[config.mk]
export PLATFORM = sky130hd
export DESIGN_NAME = uart_rx_deserializer
export DESIGN_NICKNAME = d
export VERILOG_FILES = /design/src/rtl/uart_pkg.sv /design/src/rtl/uart_rx_sampler.sv /design/src/rtl/uart_rx_deserializer.sv
export SDC_FILE = /design/constraint.sdc
export NUM_CORES = 1
export LEC_CHECK = 0
export CORE_MARGIN = 1.5
export CORE_UTILIZATION = 51
export CTS_BUF_LIST = sky130_fd_sc_hd__clkbuf_16
export DETAILED_ROUTE_END_ITERATION = 10
export PLACE_DENSITY = 0.85
export SETUP_SLACK_MARGIN = 0.02
export SYNTH_ARGS = -nofsm -noshare
export SYNTH_HDL_FRONTEND = slang
export SYNTH_SLANG_ARGS = --single-unit
[constraint.sdc]
create_clock -name i_uart_clk -period 1.65 [get_ports i_uart_clk]
set_input_delay 0.2475 -clock i_uart_clk [delete_from_list [all_inputs] [get_ports i_uart_clk]]
set_output_delay 0.2475 -clock i_uart_clk [all_outputs]
set_load 0.02 [all_outputs]
[src/rtl/uart_pkg.sv]
// Shared types and helpers for the UART receive path.
package uart_pkg;

  typedef enum logic [2:0] {
    IDLE   = 3'd0,
    START  = 3'd1,
    DATA   = 3'd2,
    PARITY = 3'd3,
    STOP   = 3'd4
  } rx_state_e;

  localparam int PAR_EVEN = 0;
  localparam int PAR_ODD  = 1;

  // Oversample positions of the three votes inside a bit.
  function automatic int samp_lo(input int prescale);
    return prescale / 2 - 1;
  endfunction

  function automatic int samp_mid(input int prescale);
    return prescale / 2;
  endfunction

  function automatic int samp_hi(input int prescale);
    return prescale / 2 + 1;
  endfunction

endpackage

[src/rtl/uart_rx_sampler.sv]
// Line synchronizer, per-bit oversample counter and 3-sample majority vote.
module uart_rx_sampler
  import uart_pkg::*;
#(
  parameter int PRESCALE = 32
) (
  input  logic i_clk,
  input  logic i_rst_n,
  input  logic i_rx_sdata,
  input  logic i_tick,
  input  logic i_cnt_clr,     // hold the counter at 0 (receiver idle)
  output logic o_rx_s,
  output logic o_voted,
  output logic o_bit_done,
  output logic o_sample_done
);

  localparam int CNT_W    = $clog2(PRESCALE);
  localparam int SAMP_LO  = samp_lo(PRESCALE);
  localparam int SAMP_MID = samp_mid(PRESCALE);
  localparam int SAMP_HI  = samp_hi(PRESCALE);

  logic [1:0]       sync_q, sync_d;
  logic [CNT_W-1:0] cnt_q, cnt_d;
  logic             s_lo_q, s_lo_d;
  logic             s_mid_q, s_mid_d;

  assign o_rx_s = sync_q[1];

  // Next-state for synchronizer, tick counter and the two early vote samples.
  always_comb begin
    sync_d  = {sync_q[0], i_rx_sdata};
    cnt_d   = cnt_q;
    s_lo_d  = s_lo_q;
    s_mid_d = s_mid_q;
    if (i_tick) begin
      if (i_cnt_clr || cnt_q == CNT_W'(PRESCALE - 1)) cnt_d = '0;
      else                                            cnt_d = cnt_q + 1'b1;
      if (cnt_q == CNT_W'(SAMP_LO))  s_lo_d  = o_rx_s;
      if (cnt_q == CNT_W'(SAMP_MID)) s_mid_d = o_rx_s;
    end
  end

  // The third vote is the live line at SAMP_HI, so the result is ready on that tick.
  always_comb begin
    o_voted       = (s_lo_q & s_mid_q) | (s_lo_q & o_rx_s) | (s_mid_q & o_rx_s);
    o_bit_done    = i_tick & ~i_cnt_clr & (cnt_q == CNT_W'(PRESCALE - 1));
    o_sample_done = i_tick & ~i_cnt_clr & (cnt_q == CNT_W'(SAMP_HI));
  end

  // Sampler state; synchronizer resets to the idle-high line level.
  always_ff @(posedge i_clk or negedge i_rst_n) begin
    if (!i_rst_n) begin
      sync_q  <= 2'b11;
      cnt_q   <= '0;
      s_lo_q  <= 1'b1;
      s_mid_q <= 1'b1;
    end else begin
      sync_q  <= sync_d;
      cnt_q   <= cnt_d;
      s_lo_q  <= s_lo_d;
      s_mid_q <= s_mid_d;
    end
  end

endmodule

[src/rtl/uart_rx_deserializer.sv]
// UART receive stage: frame FSM, LSB-first shift register, parity/stop checks.
module uart_rx_deserializer
  import uart_pkg::*;
#(
  parameter int DATA_WIDTH = 8,
  parameter int PRESCALE   = 32,
  parameter int PAR_EN     = 1,
  parameter int PAR_TYPE   = 0
) (
  input  logic                  i_uart_clk,
  input  logic                  i_uart_rst_n,
  input  logic                  i_rx_sdata,
  input  logic                  i_rx_tick,
  output logic [DATA_WIDTH-1:0] o_rx_pdata,
  output logic                  o_rx_valid,
  output logic                  o_rx_par_err,
  output logic                  o_rx_stop_err,
  output logic                  o_rx_busy
);

  localparam int IDX_W = (DATA_WIDTH > 1) ? $clog2(DATA_WIDTH) : 1;

  logic rx_s, voted, bit_done, sample_done;

  rx_state_e             state_q, state_d;
  logic [IDX_W-1:0]      idx_q, idx_d;
  logic [DATA_WIDTH-1:0] shreg_q, shreg_d;
  logic [DATA_WIDTH-1:0] pdata_q, pdata_d;
  logic                  par_bad_q, par_bad_d;
  logic                  prev_q, prev_d;
  logic                  valid_q, valid_d;
  logic                  perr_q, perr_d;
  logic                  serr_q, serr_d;

  uart_rx_sampler #(.PRESCALE(PRESCALE)) u_sampler (
    .i_clk         (i_uart_clk),
    .i_rst_n       (i_uart_rst_n),
    .i_rx_sdata    (i_rx_sdata),
    .i_tick        (i_rx_tick),
    .i_cnt_clr     (state_q == IDLE),
    .o_rx_s        (rx_s),
    .o_voted       (voted),
    .o_bit_done    (bit_done),
    .o_sample_done (sample_done)
  );

  // Frame FSM: next state, data capture, parity flag and one-clock result strobes.
  always_comb begin
    state_d   = state_q;
    idx_d     = idx_q;
    shreg_d   = shreg_q;
    pdata_d   = pdata_q;
    par_bad_d = par_bad_q;
    prev_d    = prev_q;
    valid_d   = 1'b0;
    perr_d    = 1'b0;
    serr_d    = 1'b0;
    if (i_rx_tick) begin
      prev_d = rx_s;
      unique case (state_q)
        IDLE: begin
          // Needs a high sample before the low one, so a held-low line never restarts.
          if (!rx_s && prev_q) begin
            state_d   = START;
            par_bad_d = 1'b0;
          end
        end
        START: begin
          if (sample_done && voted) state_d = IDLE;
          else if (bit_done) begin
            state_d = DATA;
            idx_d   = '0;
          end
        end
        DATA: begin
          if (sample_done) shreg_d = {voted, shreg_q[DATA_WIDTH-1:1]};
          if (bit_done) begin
            if (idx_q == IDX_W'(DATA_WIDTH - 1)) state_d = (PAR_EN != 0) ? PARITY : STOP;
            else                                 idx_d   = idx_q + 1'b1;
          end
        end
        PARITY: begin
          if (sample_done) par_bad_d = voted ^ (^shreg_q) ^ (PAR_TYPE != PAR_EVEN);
          if (bit_done)    state_d   = STOP;
        end
        STOP: begin
          // Leave at mid-bit so the next start edge has half a bit of margin.
          if (sample_done) begin
            state_d = IDLE;
            if (!voted)         serr_d = 1'b1;
            else if (par_bad_q) perr_d = 1'b1;
            else begin
              valid_d = 1'b1;
              pdata_d = shreg_q;
            end
          end
        end
        default: state_d = IDLE;
      endcase
    end
  end

  // FSM and datapath registers.
  always_ff @(posedge i_uart_clk or negedge i_uart_rst_n) begin
    if (!i_uart_rst_n) begin
      state_q   <= IDLE;
      idx_q     <= '0;
      shreg_q   <= '0;
      pdata_q   <= '0;
      par_bad_q <= 1'b0;
      prev_q    <= 1'b1;
      valid_q   <= 1'b0;
      perr_q    <= 1'b0;
      serr_q    <= 1'b0;
    end else begin
      state_q   <= state_d;
      idx_q     <= idx_d;
      shreg_q   <= shreg_d;
      pdata_q   <= pdata_d;
      par_bad_q <= par_bad_d;
      prev_q    <= prev_d;
      valid_q   <= valid_d;
      perr_q    <= perr_d;
      serr_q    <= serr_d;
    end
  end

  assign o_rx_pdata    = pdata_q;
  assign o_rx_valid    = valid_q;
  assign o_rx_par_err  = perr_q;
  assign o_rx_stop_err = serr_q;
  assign o_rx_busy     = (state_q != IDLE);

endmodule

==> results of run 1 <==
-- critical path, cell delays in order (launching register included) --
cell and delay [ns]:
dfrtp_1 0.37, and4bb_1 0.29, nand4_1 0.15, nor3b_2 0.27, buf_4 0.19, mux2_4 0.29
-- layout make-up --
cell class | instances | area (sq um) | share of cell area
Multi-Input combinational cell | 95 | 863.3 | 0.3752
Timing Repair Buffer | 37 | 312.8 | 0.1359
Clock inverter | 3 | 15.01 | 0.006525
Tap cell | 46 | 57.56 | 0.02501
Inverter | 5 | 18.77 | 0.008157
Clock buffer | 5 | 125.1 | 0.05438
Sequential cell | 36 | 908.4 | 0.3948
-- power breakdown --
part | internal, mW | leakage [nW] | switching [mW]
clock network | 0.547 | 0.0687 | 0.333
registers | 0.994 | 0.469 | 0.0749
logic | 0.347 | 0.531 | 0.349
-- stage by stage --
stage	setup slack [ns]	setup TNS (ns)	instances	area, sq um	util
after floorplan	0.02036	0	141	1774	-
final	-0.01616	-0.06189	227	2301	0.6895
after detailed placement	-0.3254	-5.253	216	2093	0.6273
after CTS	-0.01587	-0.07161	226	2280	0.6832
after global routing	-0.1003	-0.9336	227	2301	0.6895
after global placement	-0.2936	-4.331	216	2093	0.6273
-- state kept, by name, summed over array words and instances (netlist names) --
| signal | count |
|---|---|
| shreg_q | 8 |
| state_q | 3 |
| par_bad_q | 1 |
| u_sampler.sync_q | 2 |
| u_sampler.s_lo_q | 1 |
| o_rx_par_err | 1 |
| prev_q | 1 |
| idx_q | 3 |
| u_sampler.cnt_q | 5 |
| o_rx_pdata | 8 |
| o_rx_valid | 1 |
| u_sampler.s_mid_q | 1 |
| o_rx_stop_err | 1 |
-- routing by layer --
layer,wire length [microns],track usage,up-vias,part of all wire
li1,-,-,583,-
met1,1484,0.2441,613,0.42
met2,1853,0.3579,41,0.52
met3,127,0.04969,8,0.036
met4,72,0.07295,0,0.020
met5,0,0,-,0
-- final timing paths --
path,endpoint,slack [ns],cells after the start,startpoint
hold reg to reg,u_sampler.sync_q[1],0.35,0,u_sampler.sync_q[0]
max in group asynchronous,u_sampler.sync_q[1],0.92,2,i_uart_rst_n
min in group asynchronous,idx_q[2],0.38,2,i_uart_rst_n
setup / recovery,o_rx_pdata[7],-0.02,5,u_sampler.cnt_q[2]
setup reg to reg,o_rx_pdata[7],-0.02,5,u_sampler.cnt_q[2]
hold / removal,u_sampler.sync_q[1],0.35,0,u_sampler.sync_q[0]
-- logic make-up (layout without fill, tap and decap cells) --
family / after synthesis / after routing / synth area share
adders and majority gates: 8 / 8 / 0.05599
AOI/OAI and AO/OA: 21 / 21 / 0.08221
muxes: 20 / 20 / 0.1439
xor gates and xnor gates: 7 / 7 / 0.04252
buffers and inverters: 10 / 50 / 0.02835
and+or+nand+nor: 39 / 39 / 0.1332
DFF: 36 / 36 / 0.5138
-- synth_stat cells, types with 2 or more instances --
library cell	count	share of area
clkbuf_1	2	0.0043
mux2_2	11	0.070
nand4_1	2	0.0071
o31ai_1	2	0.0085
xnor2_1	6	0.030
o22ai_1	2	0.0071
mux2_4	8	0.068
dfrtp_1	31	0.44
inv_1	5	0.011
nand3_1	2	0.0057
nand2b_1	3	0.011
nor2_1	4	0.0085
dfstp_2	5	0.074
nor3_1	2	0.0057
and2_1	2	0.0071
ha_1	7	0.050
o21ai_0	7	0.020
nand2_1	13	0.028
a31oi_1	2	0.0071
-- repair_timing --
item                       4_1_cts  5_1_grt
buffers inserted                 1        1
gates resized for setup         17        5
setup endpoints to repair       16       21
pin swaps                        9        3
cloned                           1        0
==> metrics.md, run 1 <==
| Metric | Value |
|---|---|
| Outcome | `complete, but fails checks` |
| Failing checks | `negative setup slack` |
| Sequential share of the synthesized area | `0.5138` |
| Starting density of the core | `0.5291` |
| Setup ws final | `-0.01616 ns` |
| Mean Syn Cell Area | `12.52 sq um` |
| Slew Viols, Final | `0` |
| First-pass GRT wire length | `5.589 mm` |
| Max-cap violations | `0` |
| WP data arrival | `roughly 1.8 ns` |
| Max clock buf depth | `2` |
| Seq cells post-synth | `36` |
| Hold_ws | `0.3543 ns` |
| Ant diodes | `0` |
| Critical Path Start Type | `flip-flop` |
| # IOs | `16` |
| First DRT Iteration DRCs | `between 60 and 70` |
| Crit path required time | `~1.8 ns` |
| # fillers | `238` |
| Placeable Area | `3337 sq um` |
| Layout area overhead | `30.33%` |
| Num CTS Buffers | `5` |
| Gr usage total | `0.2044` |
| Syn_nets | `152` |
| Clk_skew | `0.004154 ns` |
| Nets@finish | `191` |
| Layout cells sized above 1 | `0.3702` |
| DPL Wire Length | `2.508 mm` |
| Worst-path clk slew | `approximately 0.050 ns` |
| Leakage | `1.068 nW` |
| Pre-antenna DRT Iters | `4` |
| PortBufs | `15` |
| Vias in the first global route | `1209` |
| Final Hold Vio Count | `0` |
| Crit. End Element | `flip-flop` |
| Antenna-violating nets left | `0` |
| Initial antenna violation count | `0` |
| Synth Instances | `~140` |
| Post-synth EDFFs | `0` |
| Vias/cell | `between 5 and 6` |
| GP Congestion | `0.8807` |
| Die width | `61.84 microns` |
| Clock sink count | `36` |
| Row count | `21` |
| Drt total wl | `3.538 mm` |
| Cts hold-fix bufs | `0` |
| Peak supply drop | `0.6998 mV` |
| Vias | `1245` |
| Max Clk Rate | `between 600 and 700 MHz` |
| Commonest non-fill, non-tap cells in the layout | `30 x dfrtp_1, 21 x buf_4, 13 x clkdlybuf4s50_1` |
| RSZ-0062 raised after global routing | `true` |
| Gr ovfl total | `0` |
| H-tree Lvls | `2` |
| Die Area | `3824 sq um` |
| Final Setup Violations | `9` |
| Largest net degree at the start of global routing | `37` |
| Detailed-route DRC error count | `0` |
| Synthesis warning total | `0` |
| Die height | `61.84 microns` |
| Worst-Skew Late Latency | `0.28 ns` |
| Async S/R FF share, synth | `1.000` |
| Min Tclk post-route | `1.666 ns` |
| Routed WL per cell | `15.59 microns` |
| Mapped Area | `1765 sq um` |
| Min-delay worst type | `reg2reg` |
| Distinct cell type count after synthesis | `44` |
| Post-synth top flop | `dfrtp_1` |
| Slew headroom | `0.7058` |
| Setup Crit Path Kind | `reg2reg` |
| Design Power | `2.646 mW` |
| CTS tree | `built` |
| Worst slew pin tran | `0.4412 ns` |
| Leading cell type in the layout, fill and taps excluded | `dfrtp_1` |
| Root buffer cell | `clkbuf_16` |
| CP Max Fanout | `4` |
| Post-route clock period utilization | `1.010` |
| Power per cell area | `1150 nW/um^2` |
Power figures use the tool's default switching activity.
==> run 2, diff against run 1 <==
--- a/config.mk
+++ b/config.mk
@@ -9,6 +9,7 @@
 export CORE_UTILIZATION = 51
 export CTS_BUF_LIST = sky130_fd_sc_hd__clkbuf_16
 export DETAILED_ROUTE_END_ITERATION = 10
+export GPL_ROUTABILITY_DRIVEN = 0
 export PLACE_DENSITY = 0.85
 export SETUP_SLACK_MARGIN = 0.02
 export SYNTH_ARGS = -nofsm -noshare
==> results of run 2 <==
Final layout, timing and power as in run 1 (identical DEF).
==> run 3, diff against run 2 <==
--- a/config.mk
+++ b/config.mk
@@ -5,12 +5,14 @@
 export SDC_FILE = /design/constraint.sdc
 export NUM_CORES = 1
 export LEC_CHECK = 0
+export CELL_PAD_IN_SITES_DETAIL_PLACEMENT = 0
+export CELL_PAD_IN_SITES_GLOBAL_PLACEMENT = 1
 export CORE_MARGIN = 1.5
-export CORE_UTILIZATION = 51
+export CORE_UTILIZATION = 40
 export CTS_BUF_LIST = sky130_fd_sc_hd__clkbuf_16
 export DETAILED_ROUTE_END_ITERATION = 10
 export GPL_ROUTABILITY_DRIVEN = 0
-export PLACE_DENSITY = 0.85
+export PLACE_DENSITY = 0.82
 export SETUP_SLACK_MARGIN = 0.02
 export SYNTH_ARGS = -nofsm -noshare
 export SYNTH_HDL_FRONTEND = slang
==> metrics.md, run 3 (synthesized netlist as in run 1, its figures left out) <==
| Metric | Value |
|---|---|
| CTS tree | `built` |
| Critical Path Max Stage Delay | `0.40 ns (+0.03 ns)` |
| Max-cap violations | `0 (unchanged)` |
| Num CTS Buffers | `5 (unchanged)` |
| Min-delay worst type | `reg2reg` |
| Pre-antenna DRT Iters | `4 (unchanged)` |
| First-pass GRT wire length | `6.292 mm (+13%)` |
| # IOs | `16 (unchanged)` |
| Post-route clock period utilization | `1.032 (+0.02199)` |
| First DRT Iteration DRCs | `68 (-1.4%)` |
| DPL Wire Length | `2.525 mm (+0.69%)` |
| Layout area overhead | `36.00%` |
| R2R setup slack | `-0.05 ns (-0.04 ns)` |
| Nets@finish | `198 (+3.7%)` |
| CP startpoint | `u_sampler.cnt_q[0]` |
| Ant diodes | `0 (unchanged)` |
| Post-layout util | `0.5835 (-0.1061)` |
| Commonest non-fill, non-tap cells in the layout | `31 x dfrtp_1, 28 x buf_4, 13 x clkdlybuf4s50_1` |
| Leading cell type in the layout, fill and taps excluded | `dfrtp_1` |
| Crit. End Element | `flip-flop` |
| Design Power | `2.894 mW (+9.4%)` |
| Min-delay src | `u_sampler.sync_q[0]` |
| Die width | `69.44 microns (+12%)` |
| Starting density of the core | `0.4290 (-0.1001)` |
| Routed WL per cell | `15.61 microns (+0.18%)` |
| Root buffer cell | `clkbuf_16` |
| RSZ-0062 raised after global routing | `true` |
| Die height | `69.44 microns (+12%)` |
| Crit path required time | `1.79 ns (-0.02 ns)` |
| Detailed-route DRC error count | `0 (unchanged)` |
| Worst slew pin tran | `0.4412 ns (-0.00003004 ns)` |
| Leakage | `1.118 nW (+4.7%)` |
| Placeable Area | `4115 sq um (+23%)` |
| Setup ws final | `-0.05245 ns (-0.03629 ns)` |
| Hold_ws | `0.3588 ns (+0.004535 ns)` |
| CP Cell Sequence | `ha_2 -> and3_4 -> ha_4 -> nand2_2 -> a2111o_1 -> nand2_1 -> o21ai_1` |
| Cts hold-fix bufs | `0 (unchanged)` |
| Largest net degree at the start of global routing | `37 (unchanged)` |
| Clock sink count | `36 (unchanged)` |
| Max clock buf depth | `2 (unchanged)` |
| Critical Path Start Type | `flip-flop` |
| Initial antenna violation count | `0 (unchanged)` |
| H-tree Lvls | `2 (unchanged)` |
| Setup Crit Path Kind | `reg2reg` |
| PortBufs | `15 (unchanged)` |
| Gr ovfl total | `0 (unchanged)` |
| Power per cell area | `1205 nW/um^2 (+4.8%)` |
| WP data arrival | `1.85 ns (+0.02 ns)` |
| Slew headroom | `0.7059 (about the same)` |
| Antenna-violating nets left | `0 (unchanged)` |
| Failing checks | `negative setup slack` |
| CP Max Fanout | `7 (+3)` |
| Die Area | `4821 sq um (+26%)` |
| Worst-path clk slew | `0.06 ns (about the same)` |
| Row count | `23 (+9.5%)` |
| Vias/cell | `5.294 (-3.5%)` |
| Vias | `1260 (+1.2%)` |
| Clk_skew | `0.004653 ns (+0.0004989 ns)` |
| Final Hold Vio Count | `0 (unchanged)` |
| Slew Viols, Final | `0 (unchanged)` |
| Layout cells sized above 1 | `0.4202 (+0.05005)` |
| Max Clk Rate | `587.4 MHz (-2.1%)` |
| FF-to-FF Start | `u_sampler.cnt_q[0]` |
| Gr usage total | `0.1636 (-0.04078)` |
| Min Tclk post-route | `1.702 ns (+0.03629 ns)` |
| Worst-Skew Late Latency | `0.28 ns (about the same)` |
| Drt total wl | `3.716 mm (+5.0%)` |
| Peak supply drop | `0.7537 mV (+7.7%)` |
| Final Setup Violations | `12 (+3)` |
| Outcome | `complete, but fails checks` |
| Vias in the first global route | `1349 (+12%)` |
| Worst path slowest cell | `dfrtp_1` |
## run 3: changes by cell type in the layout (fill, tap and decap cells not counted)
cell	change
a311oi_1	-1
a311oi_2	+1
buf_4	+7
bufinv_16	+1
clkinv_1	-1
clkinv_2	+1
dfrtp_1	+1
dfrtp_2	-1
inv_1	-1
nand2_1	-2
nand2_2	+2
or3_1	-1
or3_4	+1
## run 3: cell type report
class,instances,area [sq um]
Timing Repair Buffer,44,365.4
Sequential cell,36,907.1
Clock buffer,5,125.1
Tap cell,50,62.56
Clock inverter,3,42.54
Inverter,5,18.77
Fill cell,347,1714
Multi-Input combinational cell,95,879.6
## run 3: metal layers
layer / share of wire / vias to the layer above / track usage / wire length, microns
li1: - / 596 / - / -
met1: 0.44 / 634 / 0.2024 / 1620
met2: 0.52 / 26 / 0.2767 / 1922
met3: 0.033 / 4 / 0.03634 / 123
met4: 0.013 / 0 / 0.06536 / 48
met5: 0 / - / 0 / 0
## run 3: final timing paths
check,endpoint,cells after the start
min in group asynchronous,o_rx_pdata[3],2
setup reg to reg,idx_q[2],7
max in group asynchronous,prev_q,2
setup / recovery,idx_q[2],7
hold / removal,u_sampler.sync_q[1],0
hold reg to reg,u_sampler.sync_q[1],0
## run 3: timing repair
action | 4_1_cts | 5_1_grt
hold endpoints to repair | 0 | 0
gates cloned | 1 | 0
buffers inserted | 3 | 3
pin swaps | 16 | 2
resized for setup | 17 | 8
setup endpoints to repair | 17 | 15
## run 3: worst max-delay path: cells and delay by family (launching register included)
family,cells,cell delay (ns)
AOI/OAI and AO/OA,2,0.42
and+or+nand+nor,3,0.36
DFF,1,0.40
adders and majority gates,2,0.40
## run 3: where the power goes
group / switching (mW) / internal [mW]
Combinational: 0.367 / 0.394
Clock: 0.352 / 0.709
Sequential: 0.0801 / 0.992
## run 3: metrics by stage
stage / TNS [ns] / setup slack, ns / cell area [sq um] / instances
finish: -0.2864 / -0.05245 / 2401 / 238
global route: -1.254 / -0.1641 / 2401 / 238
CTS: -0.3893 / -0.04683 / 2357 / 235
detailed placement: -5.480 / -0.3778 / 2121 / 223
global placement: -4.310 / -0.3234 / 2121 / 223
floorplan: 0 / 0.02036 / 1774 / 141
